File: src/rtl/fifo_burst_reader.sv
// Read-side burst master for the 8-deep FIFO: drains burst_len words and streams them on valid/ready.
// Define FIFO_RD_TIMEOUT_EN to build the S_REQ stall timeout; otherwise timeout is tied low.
module fifo_burst_reader #(
    parameter int DATA_WIDTH = 32,
    parameter int LEN_WIDTH  = 4,
    parameter int TIMEOUT    = 16
) (
    input  logic                  clk,
    input  logic                  reset_n,
    input  logic                  start,
    input  logic [LEN_WIDTH-1:0]  burst_len,
    input  logic                  fifo_empty,
    input  logic                  fifo_rd_ack,
    input  logic                  fifo_rd_err,
    input  logic [DATA_WIDTH-1:0] fifo_d_out,
    output logic                  fifo_rd_en,
    output logic                  m_valid,
    output logic [DATA_WIDTH-1:0] m_data,
    input  logic                  m_ready,
    output logic                  busy,
    output logic                  done,
    output logic                  timeout,
    output logic [LEN_WIDTH-1:0]  err_cnt
);

    typedef enum logic [2:0] {S_IDLE, S_REQ, S_WAIT, S_HOLD, S_DONE} state_t;

    state_t               state;
    state_t               state_next;
    logic [LEN_WIDTH-1:0] remaining;
    logic                 stall_expired;

`ifdef FIFO_RD_TIMEOUT_EN
    localparam int STALL_W = $clog2(TIMEOUT + 1);

    logic [STALL_W-1:0] stall_cnt;
    logic               timeout_q;

    // Counts consecutive empty cycles in S_REQ; any other cycle restarts it.
    always_ff @(posedge clk or negedge reset_n) begin
        if (!reset_n) begin
            stall_cnt <= '0;
        end else if (state == S_REQ && fifo_empty) begin
            stall_cnt <= stall_cnt + 1'b1;
        end else begin
            stall_cnt <= '0;
        end
    end

    assign stall_expired = (state == S_REQ) && fifo_empty &&
                           (stall_cnt == STALL_W'(TIMEOUT - 1));

    always_ff @(posedge clk or negedge reset_n) begin
        if (!reset_n) begin
            timeout_q <= 1'b0;
        end else if (state == S_IDLE && start) begin
            timeout_q <= 1'b0;
        end else if (stall_expired) begin
            timeout_q <= 1'b1;
        end
    end

    assign timeout = timeout_q;
`else
    assign stall_expired = 1'b0;
    assign timeout       = 1'b0;
`endif

    always_ff @(posedge clk or negedge reset_n) begin
        if (!reset_n) begin
            state <= S_IDLE;
        end else begin
            state <= state_next;
        end
    end

    always_comb begin
        state_next = state;
        case (state)
            S_IDLE: begin
                if (start) begin
                    state_next = (burst_len == '0) ? S_DONE : S_REQ;
                end
            end
            S_REQ: begin
                if (stall_expired) begin
                    state_next = S_DONE;
                end else if (!fifo_empty) begin
                    state_next = S_WAIT;
                end
            end
            S_WAIT: begin
                if (fifo_rd_ack) begin
                    state_next = S_HOLD;
                end else if (fifo_rd_err) begin
                    state_next = S_REQ;
                end
            end
            S_HOLD: begin
                if (m_ready) begin
                    state_next = (remaining == LEN_WIDTH'(1)) ? S_DONE : S_REQ;
                end
            end
            S_DONE:  state_next = S_IDLE;
            default: state_next = S_IDLE;
        endcase
    end

    // All handshake outputs decode straight from state so reset clears them without a clock edge.
    always_comb begin
        fifo_rd_en = (state == S_REQ) && !fifo_empty;
        m_valid    = (state == S_HOLD);
        busy       = (state != S_IDLE);
        done       = (state == S_DONE);
    end

    always_ff @(posedge clk or negedge reset_n) begin
        if (!reset_n) begin
            remaining <= '0;
            m_data    <= '0;
            err_cnt   <= '0;
        end else begin
            case (state)
                S_IDLE: begin
                    if (start) begin
                        remaining <= burst_len;
                        err_cnt   <= '0;
                    end
                end
                S_WAIT: begin
                    if (fifo_rd_ack) begin
                        m_data <= fifo_d_out;
                    end else if (fifo_rd_err && err_cnt != '1) begin
                        err_cnt <= err_cnt + 1'b1;
                    end
                end
                S_HOLD: begin
                    if (m_ready) begin
                        remaining <= remaining - 1'b1;
                    end
                end
                default: ;
            endcase
        end
    end

endmodule

File: config.mk
export PLATFORM = sky130hd
export DESIGN_NAME = fifo_burst_reader
export DESIGN_NICKNAME = d
export VERILOG_FILES = /design/src/rtl/fifo_burst_reader.sv
export SDC_FILE = /design/constraint.sdc
export NUM_CORES = 1
export LEC_CHECK = 0
export CAP_MARGIN = 20
export CORE_MARGIN = 2
export CORE_UTILIZATION = 42
export CTS_CLUSTER_DIAMETER = 100
export DETAILED_ROUTE_END_ITERATION = 7
export GPL_ROUTABILITY_DRIVEN = 0
export GPL_TIMING_DRIVEN = 0
export PLACE_DENSITY = 0.79
export SKIP_LAST_GASP = 1
export SLEW_MARGIN = 20
export SYNTH_ARGS = -nofsm -noshare
export SYNTH_HDL_FRONTEND = slang
export SYNTH_SLANG_ARGS = --single-unit
File: constraint.sdc
create_clock -name clk -period 1.8 [get_ports clk]
set_clock_uncertainty 0.15 [all_clocks]
set_input_delay 0.36 -clock clk [delete_from_list [all_inputs] [get_ports clk]]
set_output_delay 0.36 -clock clk [all_outputs]
set_load 0.02 [all_outputs]
==> impl_results.md, run 1 <==
- Row Count: 25
- Post-synth top flop: dfrtp_1
- Synth Cell Area: 2010 µm²
- Final worst slack: 45.1 ps
- Total Wirelength: 4810 µm
- Pwr Density: 1720 nW/µm²
- Post-route cell area: 3140 µm²
- Via/cell ratio: 5.16
- Final Hold Viols: 0
- Place WS: -316 ps
- Buf/Inv on CP: 1
- Slowest-stage cell, CP: clkdlybuf4s50_1
- Worst stage delay on the critical path: 610 ps
- Crit start category: register
- Post-synthesis async set-or-reset flop share: 100%
- HPWL Detailed: 3320 µm
- Antenna Cells: 0
- Met2 Routed Length: 2170 µm
- Boundary pin count: 84
- Starting Density: 43.2%
- WP depth: 1
- Initial antenna violation count: 0
- Pin count of the biggest net entering global routing: 28
- Total CTS buffers: 5
- Critical Path Fanout Max: 2
- Root buf cell: clkbuf_8
- Area delta synth->final: 56.3%
- Final Critical Period: 1750 ps
- Worst hold path depth: 1
- Detail Route Antenna Nets: 0
- Layout cells sized above 1: 28.1%
- CTS sink count: 43
- DR top layer: met4
- Setup crit end kind: primary output
- Syn_area_per_cell: 12.3 µm²
- CTS clk-pin slew, worst paths: 80 ps
- Post-synthesis sequential area ratio: 53.5%
- P_leak: 1.48 nW
- Reg2Reg Depth: 5
- Worst Path Arrival: 1240 ps
- M1 WL: 2200 µm
- Final hold slack: 355 ps
- Syn Inst Count: 163
- Detailed Route Iter0 Violations: 124
- # DRC: 0
- Die height: 73.2 µm
- Syn nets: 209
- Fin nets: 308
- Fin cells: 317
- Die ar.: 5360 µm²
- Filler instances: 355
- Placed inst area: 2920 µm²
- WP data required: 1290 ps
- Status: finished, final reports clean
- CTS tree: built
- Total power: 5.39 mW
- Port bufs: 82
- Delay-heaviest family, CP: buffers and inverters
- RSZ-0062 raised after global routing: yes
- Worst VDD drop: 0.727 mV
- Setup CP Type: reg2out
- Setup violations, final: 0
- Clock buffer depth: 2
- Synth Register Bits: 43
- Placed insts: 300
- Maximum clock frequency: 570 MHz
- Drt first pass iters: 4
- Post-synth cell types: 41
- Number of flops mapped to enable cells by yosys: 0
- Gr usage total: 17.8%
- Hold Crit Class: reg2reg
- Total grt overflow: 0
- Max cap viols: 0
- Post-DR wirelength/cell: 15.2 µm
- Core ar.: 4660 µm²
- Clk Latency, worst-skew pair: 290 ps
- First-pass GRT wire length: 7270 µm
- Period Utilization, post-route: 97.5%
- CP Cell Sequence: clkdlybuf4s50_1
- Synth Warn #: 0
- Vias in the first global route: 1,499
- Slew Viols, Final: 0
- H-tree Lvls: 2
- Met3 wire len: 401 µm
- Via count: 1,636
- Die X: 73.2 µm
-- synthesized netlist by cell type (2+ instances only) --
library cell / count / area, µm²
buf_4: 4 / 30.0
nand3b_1: 2 / 15.0
nor2_1: 7 / 26.3
a21oi_1: 5 / 25.0
buf_6: 5 / 56.3
nand2_1: 9 / 33.8
ha_1: 3 / 37.5
o21ai_0: 6 / 30.0
nor3_1: 3 / 15.0
dfrtp_1: 43 / 1080
and3_2: 2 / 15.0
nand3_1: 7 / 35.0
nand2b_1: 3 / 18.8
inv_1: 3 / 11.3
mux2_2: 31 / 349
inv_2: 2 / 7.51
o211ai_1: 4 / 30.0
-- layout make-up --
| type | instances | area [µm²] | share of cell area, % |
|---|---|---|---|
| Buffer | 8 | 93.8 | 2.98 |
| Clock buffer | 6 | 72.6 | 2.31 |
| Clock inverter | 2 | 12.5 | 0.398 |
| Inverter | 5 | 18.8 | 0.597 |
| Multi-Input combinational cell | 106 | 850 | 27.0 |
| Sequential cell | 43 | 1080 | 34.2 |
| Tap cell | 54 | 67.6 | 2.15 |
| Timing Repair Buffer | 93 | 953 | 30.3 |
-- routing by layer --
metal / global-route usage, % / vias to the layer above
li1: - / 779
met1: 24.2 / 766
met2: 27.5 / 87
met3: 4.97 / 4
met4: 5.35 / 0
met5: 0 / -
-- cell usage in the layout, fill, tap and decap left out, types with 2 or more instances in the layout --
master	instances
nand3_1	7
nand2_1	9
dfrtp_1	43
clkbuf_8	5
nor2_1	6
o211ai_1	4
buf_4	12
inv_1	3
buf_6	3
nor3_1	2
buf_2	3
mux2_2	31
a21oi_1	5
buf_8	3
o21ai_0	6
nand3b_1	2
inv_2	2
dlymetal6s2s_1	17
ha_1	3
nand2b_1	2
dlygate4sd2_1	4
clkdlybuf4s50_1	56
-- power breakdown --
part | internal [mW] | total [mW] | switching [mW]
combinational | 1.59 | 3.05 | 1.45
clock | 0.271 | 0.594 | 0.322
sequential | 1.45 | 1.75 | 0.297
-- stage by stage --
stage	util (%)	setup TNS [ps]
final	67.5	0
after global routing	67.5	-86.2
after CTS	65.5	-39.8
after detailed placement	62.6	-6870
after global placement	62.2	-47030
after floorplan	-	0
-- repair_timing --
action                                 CTS  global route
setup endpoints to repair                8            48
setup buffers                            5             3
cloned                                   0             1
hold buffers                             1             0
gates resized for setup                 22            27
endpoints found under the hold margin   16             0
pin swaps                                1             3
-- final timing paths --
kind,startpoint,to,slack [ps]
max in group asynchronous,reset_n,m_data[20],630
worst min-delay path,m_data[18],m_data[18],350
worst max-delay path,m_data[10],m_data[10],50
min in group asynchronous,reset_n,m_data[4],400
worst max register to register,state[0],m_data[1],50
worst min register to register,m_data[18],m_data[18],350
-- cell families (layout without fill, tap and decap cells) --
kind of cell	Yosys count	in the layout	synth area share, %
DFF	43	43	53.5
and+or+nand+nor	43	43	11.9
muxes	33	33	18.6
AOI/OAI and AO/OA	26	26	8.71
buffers and inverters	14	114	5.22
adders and majority gates	3	3	1.87
other	1	1	0.186
-- registers in the layout (all words and copies together) (netlist names) --
name       flops
err_cnt        4
m_data        32
remaining      4
state          3
Note: power is estimated with default switching activity, not from simulation.
==> run 2, diff against run 1 <==
--- a/config.mk
+++ b/config.mk
@@ -5,14 +5,16 @@
 export SDC_FILE = /design/constraint.sdc
 export NUM_CORES = 1
 export LEC_CHECK = 0
+export ABC_AREA = 1
 export CAP_MARGIN = 20
 export CORE_MARGIN = 2
-export CORE_UTILIZATION = 42
+export CORE_UTILIZATION = 43
+export CTS_BUF_LIST = sky130_fd_sc_hd__clkbuf_8 sky130_fd_sc_hd__clkbuf_16
 export CTS_CLUSTER_DIAMETER = 100
 export DETAILED_ROUTE_END_ITERATION = 7
 export GPL_ROUTABILITY_DRIVEN = 0
 export GPL_TIMING_DRIVEN = 0
-export PLACE_DENSITY = 0.79
+export PLACE_DENSITY = 0.8
 export SKIP_LAST_GASP = 1
 export SLEW_MARGIN = 20
 export SYNTH_ARGS = -nofsm -noshare
==> run 2 against run 1 <==
Sequential power is 8% lower. Global-route usage is 0.52 points higher. Count of clock-buffer cells in the layout is 1 higher. Critical path depth stayed put. Core utilization is 1.0 points lower. Largest power group unchanged. Highest routed layer unchanged.
==> impl_results.md, run 2 <==
- Die X: 72.9 µm (-0.38%)
- Slowest-stage cell, CP: clkdlybuf4s50_1
- Clock buffer depth: 2 (unchanged)
- Antenna Cells: 0 (unchanged)
- Reg2Reg Depth: 7 (+2)
- Post-synth top flop: dfrtp_1
- HPWL Detailed: 3560 µm (+7.5%)
- Syn nets: 303 (+45%)
- RSZ-0062 raised after global routing: yes
- R2R Setup Slk: 350 ps (+300 ps)
- Regs by FF count: m_data (32), err_cnt (4), remaining (4)
- Die ar.: 5320 µm² (-0.76%)
- H-tree Lvls: 2 (unchanged)
- Crit start category: register
- Post-synth cell types: 24 (-41%)
- Hold path start: m_data[19]
- Via/cell ratio: 4.66 (-9.7%)
- Commonest non-fill, non-tap cell in the layout: nand2_1
- Final Critical Period: 1770 ps (+11.7 ps)
- CTS clk-pin slew, worst paths: 80 ps (about the same)
- Critical Path Fanout Max: 2 (unchanged)
- Cell taking the most area after synthesis: dfrtp_1
- Buf/Inv on CP: 1 (unchanged)
- CTS tree: built
- # DRC: 0 (unchanged)
- Placed inst area: 2950 µm² (+1.1%)
- P_leak: 1.87 nW (+27%)
- Period Utilization, post-route: 98.1% (+0.65 points)
- Post-synthesis sequential area ratio: 52.7% (-0.82 points)
- Dominant cells by area after synthesis: dfrtp_1 53%, nand2_1 25%, nand3_1 2.9%
- Hold endpoint: m_data[19]
- Setup CP Type: reg2out
- Delay-heaviest family, CP: buffers and inverters
- Worst VDD drop: 0.709 mV (-2.5%)
- Final hold slack: 329 ps (-25.3 ps)
- Slew Viols, Final: 0 (unchanged)
- Vias in the first global route: 1,784 (+19%)
- Syn Inst Count: 257 (+58%)
- Setup violations, final: 0 (unchanged)
- Area delta synth->final: 51.6%
- Number of flops mapped to enable cells by yosys: 0 (unchanged)
- Detailed Route Iter0 Violations: 67 (-46%)
- Boundary pin count: 84 (unchanged)
- Die height: 72.9 µm (-0.38%)
- WP data required: 1290 ps (about the same)
- FF-to-FF End: err_cnt[1]
- Most common cell in the netlist: nand2_1
- Post-DR wirelength/cell: 11.5 µm (-24%)
- Synth top area share: 52.7% (-0.82 points)
- Synth Cell Area: 2040 µm² (+1.6%)
- Root buf cell: clkbuf_8
- Worst stage delay on the critical path: 620 ps (about the same)
- Core ar.: 4660 µm² (unchanged)
- Total grt overflow: 0 (unchanged)
- Clk Latency, worst-skew pair: 280 ps (about the same)
- Max reg flops: 32 (unchanged)
- Post-CTS Setup Repair Bufs: 0 (-5)
- Synth top cells by count: 138 x nand2_1, 43 x dfrtp_1, 15 x nor2_1
- Max cap viols: 0 (unchanged)
- Via count: 1,878 (+15%)
- Most frequent cells in the layout: 138 x nand2_1, 50 x clkdlybuf4s50_1, 42 x dfrtp_1
- Pwr Density: 1530 nW/µm² (-11%)
- Row Count: 25 (unchanged)
- First-pass GRT wire length: 7710 µm (+6.0%)
- Worst Path Arrival: 1260 ps (+20 ps)
- Detail Route Antenna Nets: 0 (unchanged)
- Port bufs: 82 (unchanged)
- Post-synthesis async set-or-reset flop share: 100% (unchanged)
- Post-route cell area: 3100 µm² (-1.5%)
- Drt first pass iters: 4 (unchanged)
- Total Wirelength: 4650 µm (-3.4%)
- Layout cells sized above 1: 10.3% (-18 points)
- Syn_area_per_cell: 7.95 µm² (-36%)
- CTS sink count: 43 (unchanged)
- Total CTS buffers: 5 (unchanged)
- Final Hold Viols: 0 (unchanged)
- Starting Density: 43.8% (+0.67 points)
- Reg2reg start: err_cnt[0]
- CP Cell Sequence: clkdlybuf4s50_1
- Hold Crit Class: reg2reg
- Gr usage total: 18.3% (+0.52 points)
- Synth Warn #: 0 (unchanged)
- Synth Register Bits: 43 (unchanged)
- Pin count of the biggest net entering global routing: 33 (+18%)
- Setup crit end kind: primary output
- Status: finished, final reports clean
- Worst hold path depth: 2 (+1)
- Fin nets: 394 (+28%)
- Initial antenna violation count: 0 (unchanged)
- Largest register by flop count: m_data
- Finished Core Util: 66.4% (-1.0 points)
- Maximum clock frequency: 566 MHz (-0.66%)
==> run 2: cell count changes in the layout (fill, tap and decap cells not counted), sizes merged, moves of 6 or more <==
| cell | previous run | this run |
|---|---|---|
| clkdlybuf4s50 | 56 | 50 |
| mux2 | 32 | 0 |
| dlymetal6s2s | 17 | 23 |
| inv | 5 | 14 |
| nand3 | 7 | 15 |
| buf | 22 | 15 |
| nor2 | 8 | 18 |
| nand2 | 9 | 140 |
==> run 2: logic make-up (layout without fill, tap and decap cells) <==
group,count (synthesis),count (layout),share of synthesized area (%)
other cells,1,1,0.184
compound gates,6,6,1.71
xor+xnor,1,1,0.429
flops,43,43,52.7
simple gates,180,180,36.9
buf+inv,23,115,6.25
fa+ha+maj,3,3,1.84
==> run 2: metal layers <==
layer  global-route usage, %  vias up  wire length [µm]
li1                        -      965                 -
met1                    23.9      848              2030
met2                    29.7       61              2250
met3                    6.35        4               343
met4                    3.70        0                28
met5                       0        -                 0
==> run 2: metrics by stage <==
step / worst slack [ps] / instances / TNS, ps / total power, mW
CTS: -65.8 / 403 / -65.8 / 4.86
global route: -21.0 / 403 / -23.2 / 5.10
global placement: -921 / 393 / -39760 / 4.14
floorplan: 284 / 257 / 0 / 3.10
detailed placement: -190 / 394 / -264 / 4.21
finish: 33.4 / 403 / 0 / 4.75
==> run 2: layout make-up <==
cell class                      instances  area [µm²]
Buffer                                  9        75.1
Clock buffer                            7        96.3
Clock inverter                          1        7.51
Fill cell                             411        1560
Inverter                               14        55.1
Multi-Input combinational cell        191         840
Sequential cell                        43        1080
Tap cell                               54        67.6
Timing Repair Buffer                   84         878
==> run 2: power breakdown <==
part / switching, mW / internal (mW) / leakage (nW) / total, mW
sequential: 0.238 / 1.37 / 0.545 / 1.61
clock: 0.305 / 0.349 / 0.0505 / 0.654
combinational: 1.41 / 1.07 / 1.28 / 2.48
==> run 2: timing repair <==
action | 4_1_cts | 5_1_grt
hold buffers | 1 | 0
resized for setup | 19 | 27
endpoints found under the hold margin | 11 | 0
gates cloned | 0 | 0
setup endpoints to repair | 8 | 25
pin swaps | 0 | 0
==> run 2: tightest hold or removal path, cell delays in order (launching register included) <==
cell and delay (ps):
dfrtp_1 350, nand2_1 50, nand2_1 50
==> run 2: worst max-delay path by stage <==
stage	start	end	slack, ps	depth (start not counted)
after floorplan	state[1]	done	280	2
after global placement	reset_n	m_data[6]	-920	1
after detailed placement	fifo_empty	fifo_rd_en	-190	3
after CTS	state[1]	fifo_rd_en	-70	5
after global routing	state[1]	fifo_rd_en	-20	5
final	m_data[3]	m_data[3]	30	1
==> RTL edit 1: new RTL, settings of run 2 <==
`DATA_WIDTH`: 32 -> 40.
--- a/src/rtl/fifo_burst_reader.sv
+++ b/src/rtl/fifo_burst_reader.sv
@@ -1,7 +1,7 @@
 // Read-side burst master for the 8-deep FIFO: drains burst_len words and streams them on valid/ready.
 // Define FIFO_RD_TIMEOUT_EN to build the S_REQ stall timeout; otherwise timeout is tied low.
 module fifo_burst_reader #(
-    parameter int DATA_WIDTH = 32,
+    parameter int DATA_WIDTH = 40,
     parameter int LEN_WIDTH  = 4,
     parameter int TIMEOUT    = 16
 ) (
Interface: changed (resized fifo_d_out and m_data); port bits go from 84 to 100. The function was not compared with the original's and may differ.
==> RTL edit 1 against run 2 <==
Cell area increased by 16%. Critical path type unchanged. Wire length increased by 21%. Worst hold slack about the same. Combinational power increased by 18%. Setup slack improved by 4.6 ps. Total power increased by 15%. Area after synthesis increased by 15%. Sequential cell count increased by 8.
==> RTL edit 1: results (changes against run 2) <==
| Metric | Value |
|---|---|
| CP max stage delay | 610 ps |
| Outcome | completed |
| Worst path slowest cell | clkdlybuf4s50_1 |
| Clock insertion delay at the later pin of the skew report | 290 ps |
| Worst path arrival time | 1250 ps |
| Multiplexer share of the synthesized area | 0% (unchanged) |
| Share of cells above drive strength 1 | 9.75% (-0.57 points) |
| Max-cap violations | 0 (unchanged) |
| Compound-gate portion of the synthesized area | 1.49% (-0.22 points) |
| Post-CTS Setup Inserts | 0 (unchanged) |
| Antenna cells | 0 (unchanged) |
| Synth area leaders | dfrtp_1 54%, nand2_1 26%, nand3_1 2.8%, nor2_1 2.4%, buf_6 1.9% |
| Vias | 2214 (+18%) |
| # fillers | 447 (+8.8%) |
| Syn_area_per_cell | 8.07 um^2 (+1.5%) |
| Initial DRC count | 70 (+4.5%) |
| Synth async-reset ratio | 100% (unchanged) |
| GR Util All Layers | 19.6% (+1.3 points) |
| Top flop regs | m_data (40), err_cnt (4), remaining (4) |
| First-pass GRT wire length | 9710 um (+26%) |
| Lkg Pwr | 0.00220 uW (+18%) |
| Placed insts | 459 (+16%) |
| Port Buffers | 98 (+20%) |
| Synthesized-area fraction occupied by adder cells | 1.60% (-0.24 points) |
| Root Buffer | clkbuf_8 |
| Sequential cell area fraction in the yosys report | 54.3% (+1.7 points) |
| Largest net degree at the start of global routing | 52 (+58%) |
| Routed wire length | 5610 um (+21%) |
| Peak supply drop | 0.000819 V (+16%) |
| # resized after CTS | 23 (+4) |
| Slew @ Worst Pin | 611 ps |
| First-pass iteration count of the detailed router | 5 (+1) |
| Synthesized Nets | 345 (+14%) |
| Vias/cell | 4.71 (+1.1%) |
| Post-Synth XOR/XNOR Area | 0.373% (-0.056 points) |
| Synth warnings | 0 (unchanged) |
| Main flop type after synthesis | dfrtp_1 |
| H-tree Lvls | 2 (unchanged) |
| Vias in the first global route | 2265 (+27%) |
| Cell variety after synth | 24 (unchanged) |
| # nets final | 453 (+15%) |
| Antenna violations before repair | 0 (unchanged) |
| Synth cell count leaders | 160 x nand2_1, 51 x dfrtp_1, 15 x nor2_1 |
| HPWL after DPL | 4130 um (+16%) |
[RTL edit 1: cell types whose count changed after synthesis, sizes merged]
cell,before,now
nand2,140,163
dfrtp,43,51
buf,9,11
nand3,15,16
nand3b,1,0
nand4,2,3
[RTL edit 1: where the power goes]
part,internal (uW),switching [uW]
sequential,1630,273
clock,262,335
combinational,1270,1660
total,3170,2270
[RTL edit 1: layout make-up]
class | count | share of cell area, %
Buffer | 11 | 2.44
Inverter | 14 | 1.54
Clock inverter | 3 | 0.349
Tap cell | 70 | 2.44
Multi-Input combinational cell | 215 | 26.3
Clock buffer | 5 | 1.92
Sequential cell | 51 | 35.6
Timing Repair Buffer | 101 | 29.4
[RTL edit 1: final timing paths]
kind | from | to | slack, ps | cells past startpoint
worst max-delay path | m_data[3] | m_data[3] | 40 | 1
worst min-delay path | m_data[28] | m_data[28] | 330 | 2
worst max register to register | state[1] | err_cnt[3] | 320 | 9
worst min register to register | m_data[28] | m_data[28] | 330 | 2
max in group asynchronous | reset_n | state[2] | 590 | 2
min in group asynchronous | reset_n | m_data[13] | 470 | 2
[RTL edit 1: per-layer routing]
| layer | vias to the layer above | GRT usage, % | part of all wire [%] |
|---|---|---|---|
| li1 | 1104 | - | - |
| met1 | 1016 | 23.8 | 42 |
| met2 | 85 | 34.5 | 49 |
| met3 | 9 | 5.23 | 7.5 |
| met4 | 0 | 4.74 | 1.1 |
| met5 | - | 0 | 0 |
[RTL edit 1: metrics by stage]
stage	worst slack, ps	utilization, %	instance area (um^2)
floorplan	273	-	2350
global placement	-1240	65.6	3420
detailed placement	-211	65.6	3410
global route	-38.8	68.9	3590
CTS	-105	66.9	3480
finish	38.1	68.9	3590
==> RTL edit 2: new RTL, settings of run 2 <==
Without the edit above. Register the output `err_cnt` once more, cleared by the reset; this adds one clock of latency there. The other outputs are not delayed to match.
--- a/src/rtl/fifo_burst_reader.sv
+++ b/src/rtl/fifo_burst_reader.sv
@@ -24,6 +24,8 @@
 );
 
     typedef enum logic [2:0] {S_IDLE, S_REQ, S_WAIT, S_HOLD, S_DONE} state_t;
+
+    logic [LEN_WIDTH-1:0] err_cnt_s0;
 
     state_t               state;
     state_t               state_next;
@@ -118,20 +120,20 @@
         if (!reset_n) begin
             remaining <= '0;
             m_data    <= '0;
-            err_cnt   <= '0;
+            err_cnt_s0 <= '0;
         end else begin
             case (state)
                 S_IDLE: begin
                     if (start) begin
                         remaining <= burst_len;
-                        err_cnt   <= '0;
+                        err_cnt_s0 <= '0;
                     end
                 end
                 S_WAIT: begin
                     if (fifo_rd_ack) begin
                         m_data <= fifo_d_out;
-                    end else if (fifo_rd_err && err_cnt != '1) begin
-                        err_cnt <= err_cnt + 1'b1;
+                    end else if (fifo_rd_err && err_cnt_s0 != '1) begin
+                        err_cnt_s0 <= err_cnt_s0 + 1'b1;
                     end
                 end
                 S_HOLD: begin
@@ -144,5 +146,13 @@
         end
     end
 
+    always_ff @(posedge clk or negedge reset_n) begin
+        if (!reset_n) begin
+            err_cnt <= '0;
+        end else begin
+            err_cnt <= err_cnt_s0;
+        end
+    end
+
 endmodule
 
Function: changed (a bounded check fails within 4 cycles, from zero or initial values and one cycle with reset_n low).
==> RTL edit 2 against run 2 <==
Largest cell class unchanged. Worst hold slack worse by 18 ps. Setup slack worse by 4.6 ps. Sequential power up 7%. Sequential cell count up 4. Area after synthesis up 6.2%. Final cell count up 4.0%. Critical path depth unchanged. Wire length up 8.2%. Total power up 4.1%. Via count up 5.0%. Cell area up 4.6%.
==> RTL edit 2: results (changes against run 2) <==
| Metric | Value |
|---|---|
| Hold path depth | 0 (-2) |
| M1 wire length | 2220 um (+9.6%) |
| CP startpoint | m_data[7] |
| Synthesized Nets | 305 (+0.66%) |
| Cell count of the worst reg-to-reg path | 6 (-1) |
| # nets final | 398 (+1.0%) |
| Vias | 1971 (+5.0%) |
| Reg-to-reg slack, setup | 250 ps (-100 ps) |
| DR WL met2 | 2340 um (+4.0%) |
| CTS buffer count | 5 (unchanged) |
| Synth cell count leaders | 130 x nand2_1, 47 x dfrtp_1, 14 x nand3_1 |
| Endpoint, Worst Hold | err_cnt[1] |
| Peak supply drop | 0.000892 V (+26%) |
| Largest net degree at the start of global routing | 28 (-15%) |
| HPWL after DPL | 3850 um (+8.1%) |
| Routed wl met3 | 409 um (+19%) |
| Hold path start | err_cnt_s0[1] |
| Drt wl/cell | 12.0 um (+4.1%) |
| DP Worst Slack | -297 ps (-106 ps) |
| Worst setup path endpoint | m_data[7] |
| CP max stage delay | 630 ps |
| First-pass GRT wire length | 7960 um (+3.2%) |
| Initial DRC count | 59 (-12%) |
| Lkg Pwr | 0.00179 uW (-4.2%) |
| Share of cells above drive strength 1 | 12.8% (+2.5 points) |
| Synth area leaders | dfrtp_1 54%, nand2_1 22%, nand3_1 3.2%, buf_6 2.1%, inv_1 1.9% |
| Hold/Removal Path Class | reg2reg |
| Worst hold margin | 311 ps (-18.5 ps) |
| Vias in the first global route | 1830 (+2.6%) |
| Outcome | completed |
| Delay-heaviest family, CP | buffers and inverters |
| R2r startpoint | state[2] |
| Final setup margin | 28.8 ps (-4.58 ps) |
| Main flop type after synthesis | dfrtp_1 |
| Sequential cell area fraction in the yosys report | 54.2% (+1.5 points) |
| Synth async-reset ratio | 100% (unchanged) |
| Area post-placement | 0.00310 mm^2 (+5.1%) |
| # fillers | 426 (+3.6%) |
| R2R Path End | m_data[26] |
| GR Util All Layers | 18.4% (+0.13 points) |
| H-tree Lvls | 2 (unchanged) |
## RTL edit 2: per-stage QoR
stage / setup TNS, ps / utilization [%] / instances / power [uW]
floorplan: 0 / - / 259 / 3250
global placement: -52670 / 64.2 / 408 / 4280
detailed placement: -538 / 64.7 / 409 / 4370
CTS: 0 / 66.8 / 419 / 5000
global route: -11.0 / 67.7 / 419 / 5310
finish: 0 / 67.7 / 419 / 4940
## RTL edit 2: area by class of cell
cell class              count  area share [%]
flip-flops and latches     47            36.4
repair buffers             86            27.4
multi-input cells         187            26.6
well taps                  67            2.59
clock buffers               6            2.55
inverters                  17            2.20
plain buffers               8            2.09
clock inverters             1           0.155
## RTL edit 2: logic make-up after synthesis
logic type	Yosys count	synth area share (%)
DFF	47	54.2
other	1	0.173
adders and majority gates	3	1.73
AOI/OAI and AO/OA	10	2.88
buffers and inverters	25	6.40
and+or+nand+nor	173	34.6
## RTL edit 2: repair_timing
item | 4_1_cts | 5_1_grt
endpoints found under the setup margin | 4 | 18
hold buffers | 1 | 0
endpoints found under the hold margin | 26 | 0
resized for setup | 19 | 18
pin swaps | 1 | 0
buffers inserted | 2 | 0
## RTL edit 2: per-layer routing
| layer | up-vias | GRT usage, % |
|---|---|---|
| met5 | - | 0 |
| met4 | 0 | 5.36 |
| met3 | 8 | 5.22 |
| met2 | 75 | 31.8 |
| met1 | 903 | 22.5 |
| li1 | 985 | - |
## RTL edit 2: power breakdown
| part | leakage (uW) | internal (uW) | switching, uW |
|---|---|---|---|
| sequential | 0.000599 | 1480 | 247 |
| combinational | 0.00115 | 1120 | 1470 |
| clock | 0.0000470 | 302 | 324 |
| total | 0.00179 | 2900 | 2040 |
